<file path="src/rtl/bin_img_loader.sv">
// Input-side image buffer: packs a byte stream into an IMG_SIZE x IMG_SIZE bitmap and holds it until consumed.
// Optional pad-bit check on the final byte is enabled by defining LOADER_PAD_CHECK_EN.
module bin_img_loader #(
    parameter int IMG_SIZE = 30
) (
    input  logic                               clk,
    input  logic                               rst_n,
    input  logic                               clear,
    input  logic [7:0]                         rx_data,
    input  logic                               rx_valid,
    output logic                               rx_ready,
    output logic [IMG_SIZE*IMG_SIZE-1:0]       img_out,
    output logic                               img_valid,
    input  logic                               img_consume,
    output logic [$clog2(((IMG_SIZE*IMG_SIZE)+7)/8+1)-1:0] byte_cnt,
    output logic                               pad_err
);

    localparam int NBITS     = IMG_SIZE * IMG_SIZE;
    localparam int NBYTES    = (NBITS + 7) / 8;
    localparam int CW        = $clog2(NBYTES + 1);
    localparam int LAST_BITS = NBITS - 8 * (NBYTES - 1);

    // Handshake: a byte transfers on a rising edge where rx_valid && rx_ready.
    // rx_ready depends only on the state and clear, never on rx_valid.
    typedef enum logic {
        LOAD = 1'b0,
        FULL = 1'b1
    } state_t;

    state_t            state;
    state_t            state_d;
    logic [CW-1:0]     cnt_q;
    logic [NBITS-1:0]  img_q;
    logic              accept;
    logic              last_accept;

    always_ff @(posedge clk or negedge rst_n) begin
        if (!rst_n) begin
            state <= LOAD;
        end else begin
            state <= state_d;
        end
    end

    always_comb begin
        state_d     = state;
        rx_ready    = 1'b0;
        img_valid   = 1'b0;
        accept      = 1'b0;
        last_accept = 1'b0;
        case (state)
            LOAD: begin
                rx_ready    = !clear;
                accept      = rx_valid && !clear;
                last_accept = accept && (cnt_q == CW'(NBYTES - 1));
                if (last_accept) begin
                    state_d = FULL;
                end
            end
            FULL: begin
                img_valid = 1'b1;
                if (img_consume) begin
                    state_d = LOAD;
                end
            end
            default: state_d = LOAD;
        endcase
        if (clear) begin
            state_d = LOAD;
        end
    end

    always_ff @(posedge clk or negedge rst_n) begin
        if (!rst_n) begin
            cnt_q <= '0;
        end else if (clear) begin
            cnt_q <= '0;
        end else if (state == FULL && img_consume) begin
            cnt_q <= '0;
        end else if (accept) begin
            cnt_q <= cnt_q + CW'(1);
        end
    end

    // Old pixels survive a consume and are overwritten byte by byte on reload.
    always_ff @(posedge clk or negedge rst_n) begin
        if (!rst_n) begin
            img_q <= '0;
        end else if (clear) begin
            img_q <= '0;
        end else if (accept) begin
            for (int k = 0; k < NBYTES - 1; k++) begin
                if (cnt_q == CW'(k)) begin
                    img_q[k*8 +: 8] <= rx_data;
                end
            end
            if (last_accept) begin
                img_q[NBITS-1 -: LAST_BITS] <= rx_data[LAST_BITS-1:0];
            end
        end
    end

`ifdef LOADER_PAD_CHECK_EN
    localparam logic [7:0] PAD_MASK = 8'(8'hFF << LAST_BITS);
    logic pad_q;

    always_ff @(posedge clk or negedge rst_n) begin
        if (!rst_n) begin
            pad_q <= 1'b0;
        end else if (clear) begin
            pad_q <= 1'b0;
        end else if (last_accept && |(rx_data & PAD_MASK)) begin
            pad_q <= 1'b1;
        end
    end

    assign pad_err = pad_q;
`else
    assign pad_err = 1'b0;
`endif

    assign img_out  = img_q;
    assign byte_cnt = cnt_q;

endmodule

</file>
<file path="config.mk">
export PLATFORM = sky130hd
export DESIGN_NAME = bin_img_loader
export DESIGN_NICKNAME = d
export VERILOG_FILES = /design/src/rtl/bin_img_loader.sv
export SDC_FILE = /design/constraint.sdc
export NUM_CORES = 1
export LEC_CHECK = 0
export BUFFER_PORTS_ARGS = -buffer_cell sky130_fd_sc_hd__buf_2
export CORE_AREA = 10 10 347 349
export DETAILED_ROUTE_END_ITERATION = 10
export DIE_AREA = 0 0 357 359
export PLACE_DENSITY = 0.63
export SYNTH_ARGS = -nofsm -noshare
export SYNTH_HDL_FRONTEND = slang
export SYNTH_SLANG_ARGS = --single-unit
</file>
<file path="constraint.sdc">
create_clock -name clk -period 2.1 [get_ports clk]
set_input_delay 0.21 -clock clk [delete_from_list [all_inputs] [get_ports clk]]
set_output_delay 0.21 -clock clk [all_outputs]
set_load 0.005 [all_outputs]
</file>
==> flow_summary.json, run 1 <==
{
  "gp_congestion": 0.827,
  "setup_viol": 3,
  "drt_iter0_markers": 3691,
  "peakVddDrop_mv": 0.593,
  "grt_pass1_vias": 35296,
  "insertion_delay_ns": 0.70,
  "ys.warnings.count": 0,
  "die_h_um": 359,
  "firstDrtPassIters": 5,
  "synth_nets": 3400,
  "register_area_um2": 22700,
  "hold_viol": 0,
  "max_freq_mhz": 461,
  "crit_start": "byte_cnt[2]",
  "yosysSeqAreaShare_pct": 58.8,
  "netlist_area_um2": 38600,
  "h-tree-depth": 3,
  "avgRoutedWirePerCell_um": 29.9,
  "crit_arrival_ns": 2.71,
  "drive_gt1_share_pct": 36.0,
  "antenna_found_initial": 16,
  "skew_ns": 0.0424,
  "coreArea_um2": 114000,
  "yosys.area.top_type": "dfrtp_1",
  "ys.flop_type": "dfrtp_1",
  "dieArea_um2": 128000,
  "die_w_um": 357,
  "reg2reg_from": "byte_cnt[2]",
  "ff2ff_path_depth": 5,
  "whs_path_depth": 3,
  "overflow": 0,
  "synth_top_cell_area_share_pct": 58.8,
  "period_share_pct": 103,
  "final.min_clock_period_ns": 2.17,
  "syn_inst": 3383,
  "clkTransAtPathRegs_ns": 0.06,
  "grt_first_pass_wirelength_um": 253000,
  "yosys_register_bits": 908,
  "instances_no_fill": 5834,
  "violations": "negative setup slack",
  "p_per_area_nw_per_um2": 743,
  "tritoncts": "built",
  "start_util_pct": 34.0,
  "dp_hpwl_um": 119000,
  "yosysMostFrequentCell": "dfrtp_1",
  "synthTopCellsByCount": "dfrtp_1 (908), o311ai_0 (481), o21ai_0 (417)",
  "synthTopCellsByArea": "dfrtp_1 (59%), o311ai_0 (11%), mux2i_1 (7.4%)",
  "finalPower_w": 0.0373,
  "maxSlewViolCount": 0,
  "viasPerCell": 5.95,
  "num_rows": 124,
  "rsz0062_at_grt": "yes",
  "clockBufferDepth": 3,
  "synth_edf_count": 0,
  "required_ns": 2.64,
  "endpoint_kind": "flip-flop",
  "grt_max_degree": 121,
  "post-route-util_pct": 44.2,
  "area_delta_synth_final_pct": 29.8,
  "numCtsBuffers": 99,
  "n_fill_cell": 10724,
  "slew_headroom_pct": 45.5,
  "root_buffer": "clkbuf_16",
  "routed_wl_um": 174000,
  "drc_errors": 0,
  "cts_sinks": 908,
  "worstHoldStart": "clear",
  "post_cts_buffers": 0,
  "hp-class": "in -> reg",
  "critPathLaunchType": "flip-flop",
  "multi_input_area_um2": 14400,
  "p_leak_nw": 25.9,
  "ys_types": 53,
  "drtAntennaViolNets": 0,
  "drv_cap": 0,
  "portBuffers": 921,
  "worstPathMaxFanout": 121,
  "avgSynthCellArea_um2": 11.4,
  "layout_setup_ws_ns": -0.0686,
  "path_class": "reg -> reg",
  "vias": 34709,
  "synthArstFlopShare_pct": 100,
  "track_usage_pct": 26.0,
  "io_pins": 923,
  "dp_cells": 5632,
  "nets": 4249,
  "worst_pin_slew_ns": 0.817,
  "status": "finished, violations left",
  "fin_setup_tns_ns": -0.0860
}
-- state kept, by name, summed over array words and instances, names as in the netlist --
| signal | cells |
|---|---|
| state | 1 |
| byte_cnt | 7 |
| img_out | 900 |
-- stage by stage --
stage          hold slack, ns  setup WS (ns)  area, µm²
3_3_place_gp            0.128       -0.00395      46600
6_report                0.138        -0.0686      50200
2_1_floorplan         -0.0856         0.0179      38600
4_1_cts                0.0800         0.0390      50000
3_5_place_dp            0.128        -0.0700      46600
5_1_grt                 0.121        -0.0658      50100
-- layout by cell type, fill, tap and decap left out, types with 4 or more instances in the layout --
master           n
a21oi_1         12
a31o_2         107
buf_12          79
buf_2          920
buf_4          197
clkbuf_1        26
clkbuf_16      101
clkbuf_8        24
clkinv_2        17
dfrtp_1        908
diode_2          9
dlygate4sd3_1   11
inv_6            4
mux2i_1        284
nand2_1        290
nand2b_1         4
nand2b_4         8
nand3_1         58
nand3_2         48
nand4_1          8
nor2_1           4
nor4_1         107
o21ai_0        417
o21ai_1         63
o311ai_0       445
o311ai_1        56
o31ai_1          9
o41ai_1         24
or3b_2           4
-- routing by layer --
layer  track usage (%)  share of wire (%)
met1              32.1                 38
met2              41.4                 47
met3              7.84                9.5
met4              12.5                4.9
met5                 0              0.047
-- kinds of logic (layout without fill, tap and decap cells) --
family          after synthesis  after routing  share of synthesized area, %
simple gates                582            582                          7.95
compound gates             1135           1135                          20.9
buf+inv                     467           1397                          4.80
other cells                   1             10                       0.00970
mux                         284            284                          7.36
flops                       908            908                          58.8
xor+xnor                      2              2                        0.0453
fa+ha+maj                     4              4                         0.130
-- layout make-up --
| type | instances | area share (%) |
|---|---|---|
| clock inverters | 31 | 0.686 |
| diodes | 9 | 0.0449 |
| well taps | 1512 | 3.77 |
| multi-input cells | 2008 | 28.7 |
| clock buffers | 151 | 5.89 |
| repair buffers | 1208 | 15.5 |
| flip-flops and latches | 908 | 45.3 |
| inverters | 7 | 0.0873 |
-- worst max-delay path: stages (launching register included) --
cell       delay [ns]
dfrtp_1          0.41
buf_4            0.21
nand4bb_4        0.25
buf_12           0.20
o311ai_0         0.54
o21ai_0          0.19
-- report_power, final --
| part | internal (W) | switching [W] | total (W) |
|---|---|---|---|
| sequential | 0.0175 | 0.0000109 | 0.0175 |
| clock | 0.0101 | 0.00756 | 0.0177 |
| combinational | 0.000465 | 0.00161 | 0.00208 |
| total | 0.0281 | 0.00919 | 0.0373 |
-- what timing repair did --
| item | in CTS | in global routing |
|---|---|---|
| pin swaps | 0 | 1 |
| cloned | 0 | 0 |
| resized for setup | 3 | 57 |
| setup endpoints to repair | 12 | 146 |
| hold buffers | 11 | 0 |
| endpoints found under the hold margin | 610 | 0 |
-- final timing paths --
| kind | to | slack [ns] |
|---|---|---|
| worst max-delay path | img_out[847] | -0.07 |
| worst min-delay path | img_out[605] | 0.14 |
| worst max register to register | img_out[847] | -0.07 |
| worst min register to register | img_out[757] | 0.51 |
| max in group asynchronous | img_out[792] | 1.01 |
| min in group asynchronous | img_out[443] | 0.32 |
No activity file was read; power rests on OpenSTA's default activity.
==> run 2, diff against run 1 <==
--- a/config.mk
+++ b/config.mk
@@ -6,6 +6,7 @@
 export NUM_CORES = 1
 export LEC_CHECK = 0
 export BUFFER_PORTS_ARGS = -buffer_cell sky130_fd_sc_hd__buf_2
+export CAP_MARGIN = 25
 export CORE_AREA = 10 10 347 349
 export DETAILED_ROUTE_END_ITERATION = 10
 export DIE_AREA = 0 0 357 359
==> constraint.sdc (replaced) <==
create_clock -name clk -period 2.1 [get_ports clk]
set_input_delay 0.42 -clock clk [delete_from_list [all_inputs] [get_ports clk]]
set_output_delay 0.42 -clock clk [all_outputs]
set_load 0.005 [all_outputs]
==> run 2 against run 1 <==
The flow now finishes without violations. Non-clock buffer count up 23. Register-to-register slack better by 0.08 ns. Worst setup slack better by 0.084 ns. Largest power group unchanged. Highest routed layer unchanged. Design area up 0.86%. Clock skew down 0.018 ns. Largest cell class unchanged. Flip-flop and latch count unchanged. Critical endpoint is now img_out[845]. Sequential share of layout area down 0.38 points. Die area unchanged. First-iteration DRC count down 9.0%. Sequential power about the same.
==> flow_summary.json, run 2 (synthesized netlist as in run 1, its figures left out) <==
{
  "endpoint_kind": "flip-flop",
  "r2r_slack_ns": 0.02,
  "period_share_pct": 99.3,
  "drtAntennaViolNets": 0,
  "h-tree-depth": 3,
  "peakVddDrop_mv": 0.622,
  "final.min_clock_period_ns": 2.08,
  "reg2reg_from": "byte_cnt[2]",
  "start_util_pct": 34.0,
  "numCtsBuffers": 98,
  "vias": 34934,
  "portBuffers": 921,
  "status": "finished clean",
  "worstPathMaxFanout": 121,
  "ff2ff_path_depth": 5,
  "io_pins": 923,
  "root_buffer": "clkbuf_16",
  "slew_headroom_pct": 48.5,
  "rsz0062_at_grt": "yes",
  "setup_viol": 0,
  "die_h_um": 359,
  "drive_gt1_share_pct": 36.2,
  "path_class": "reg -> reg",
  "clockBufferDepth": 3,
  "endpoint": "img_out[845]",
  "worst_pin_slew_ns": 0.773,
  "routed_wl_um": 174000,
  "dp_hpwl_um": 119000,
  "hold_viol": 0,
  "grt_max_degree": 121,
  "gp_congestion": 0.830,
  "coreArea_um2": 114000,
  "drc_errors": 0,
  "crit_arrival_ns": 2.62,
  "p_per_area_nw_per_um2": 738,
  "skew_ns": 0.0244,
  "critPathLaunchType": "flip-flop",
  "nets": 4271,
  "num_rows": 124,
  "drt_iter0_markers": 3358,
  "r2r_end": "img_out[845]",
  "overflow": 0,
  "required_ns": 2.63,
  "grt_pass1_vias": 34925,
  "dieArea_um2": 128000,
  "post-route-util_pct": 44.5,
  "clkTransAtPathRegs_ns": 0.06,
  "area_delta_synth_final_pct": 30.9,
  "antenna_found_initial": 12,
  "largest_reg_flops": 900,
  "grt_first_pass_wirelength_um": 251000,
  "firstDrtPassIters": 7,
  "avgRoutedWirePerCell_um": 29.7,
  "track_usage_pct": 25.9,
  "drv_cap": 0,
  "maxSlewViolCount": 0,
  "finalPower_w": 0.0373,
  "p_leak_nw": 26.1,
  "tritoncts": "built",
  "die_w_um": 357,
  "viasPerCell": 5.97,
  "hp-class": "in -> reg",
  "max_freq_mhz": 480,
  "layout_commonest_cell": "buf_2",
  "crit_start": "byte_cnt[2]",
  "cts_sinks": 908,
  "insertion_delay_ns": 0.70,
  "final_cell_mix": "buf_2 (920), dfrtp_1 (907), o311ai_0 (451)"
}
## run 2: cell types whose count changed in the layout (fill, tap and decap cells not counted), sizes merged, moves of 2 or more
cell | previous run | this run
clkinv | 22 | 19
diode | 9 | 12
dlygate4sd3 | 11 | 8
clkbuf | 151 | 140
buf | 1197 | 1223
clkinvlp | 2 | 4
bufinv | 3 | 7
## run 2: worst min path at each step
stage                    start           end  slack, ns  cells after the start
finish              rx_data[1]  img_out[601]       0.06                      3
floorplan                rst_n   byte_cnt[0]       0.12                      0
detailed placement       rst_n  img_out[424]       0.33                      1
global route        rx_data[1]  img_out[601]       0.04                      3
global placement         rst_n  img_out[436]       0.34                      1
CTS                 rx_data[1]  img_out[601]      0.002                      3
## run 2: critical path, stage by stage (launching register included)
cell       delay, ns
dfrtp_1         0.42
buf_4           0.20
nand4bb_4       0.24
buf_12          0.20
o311ai_0        0.46
o21ai_0         0.18
## run 2: final cells by class
| class | count | area [µm²] |
|---|---|---|
| Antenna cell | 12 | 30.0 |
| Sequential cell | 908 | 22700 |
| Inverter | 7 | 43.8 |
| Clock inverter | 35 | 437 |
| Timing Repair Buffer | 1231 | 8310 |
| Tap cell | 1512 | 1890 |
| Fill cell | 10671 | 63000 |
| Clock buffer | 140 | 2800 |
| Multi-Input combinational cell | 2008 | 14300 |
## run 2: report_power, final
group          switching [W]  internal [W]  total (W)
clock network        0.00752        0.0102     0.0177
registers          0.0000118        0.0175     0.0175
logic                0.00162      0.000507    0.00213
total                0.00916        0.0282     0.0373
## run 2: stage by stage
stage,instances,TNS (ns),worst slack (ns),instance area (µm²),hold slack (ns)
after floorplan,3383,0,0.0179,38600,0.124
after global placement,5656,-0.00723,-0.00723,47100,0.338
after detailed placement,5656,0,0.00899,47100,0.332
after CTS,5839,0,0.000740,50500,0.00214
after global routing,5847,-0.207,-0.0415,50600,0.0355
final,5853,0,0.0153,50600,0.0574
## run 2: routing by layer
layer,vias to the layer above,share of wire [%],GRT usage [%]
met1,18011,39,32.1
met3,350,9.2,7.56
met2,1820,47,41.6
met5,-,0.022,0
met4,6,4.4,11.3
li1,14747,-,-
## run 2: what timing repair did
item | CTS | global route
gates resized for setup | 1 | 50
endpoints found under the hold margin | 148 | 0
pin swaps | 0 | 1
buffers inserted | 0 | 2
setup endpoints to repair | 1 | 102
cloned | 0 | 0
hold buffers | 8 | 0
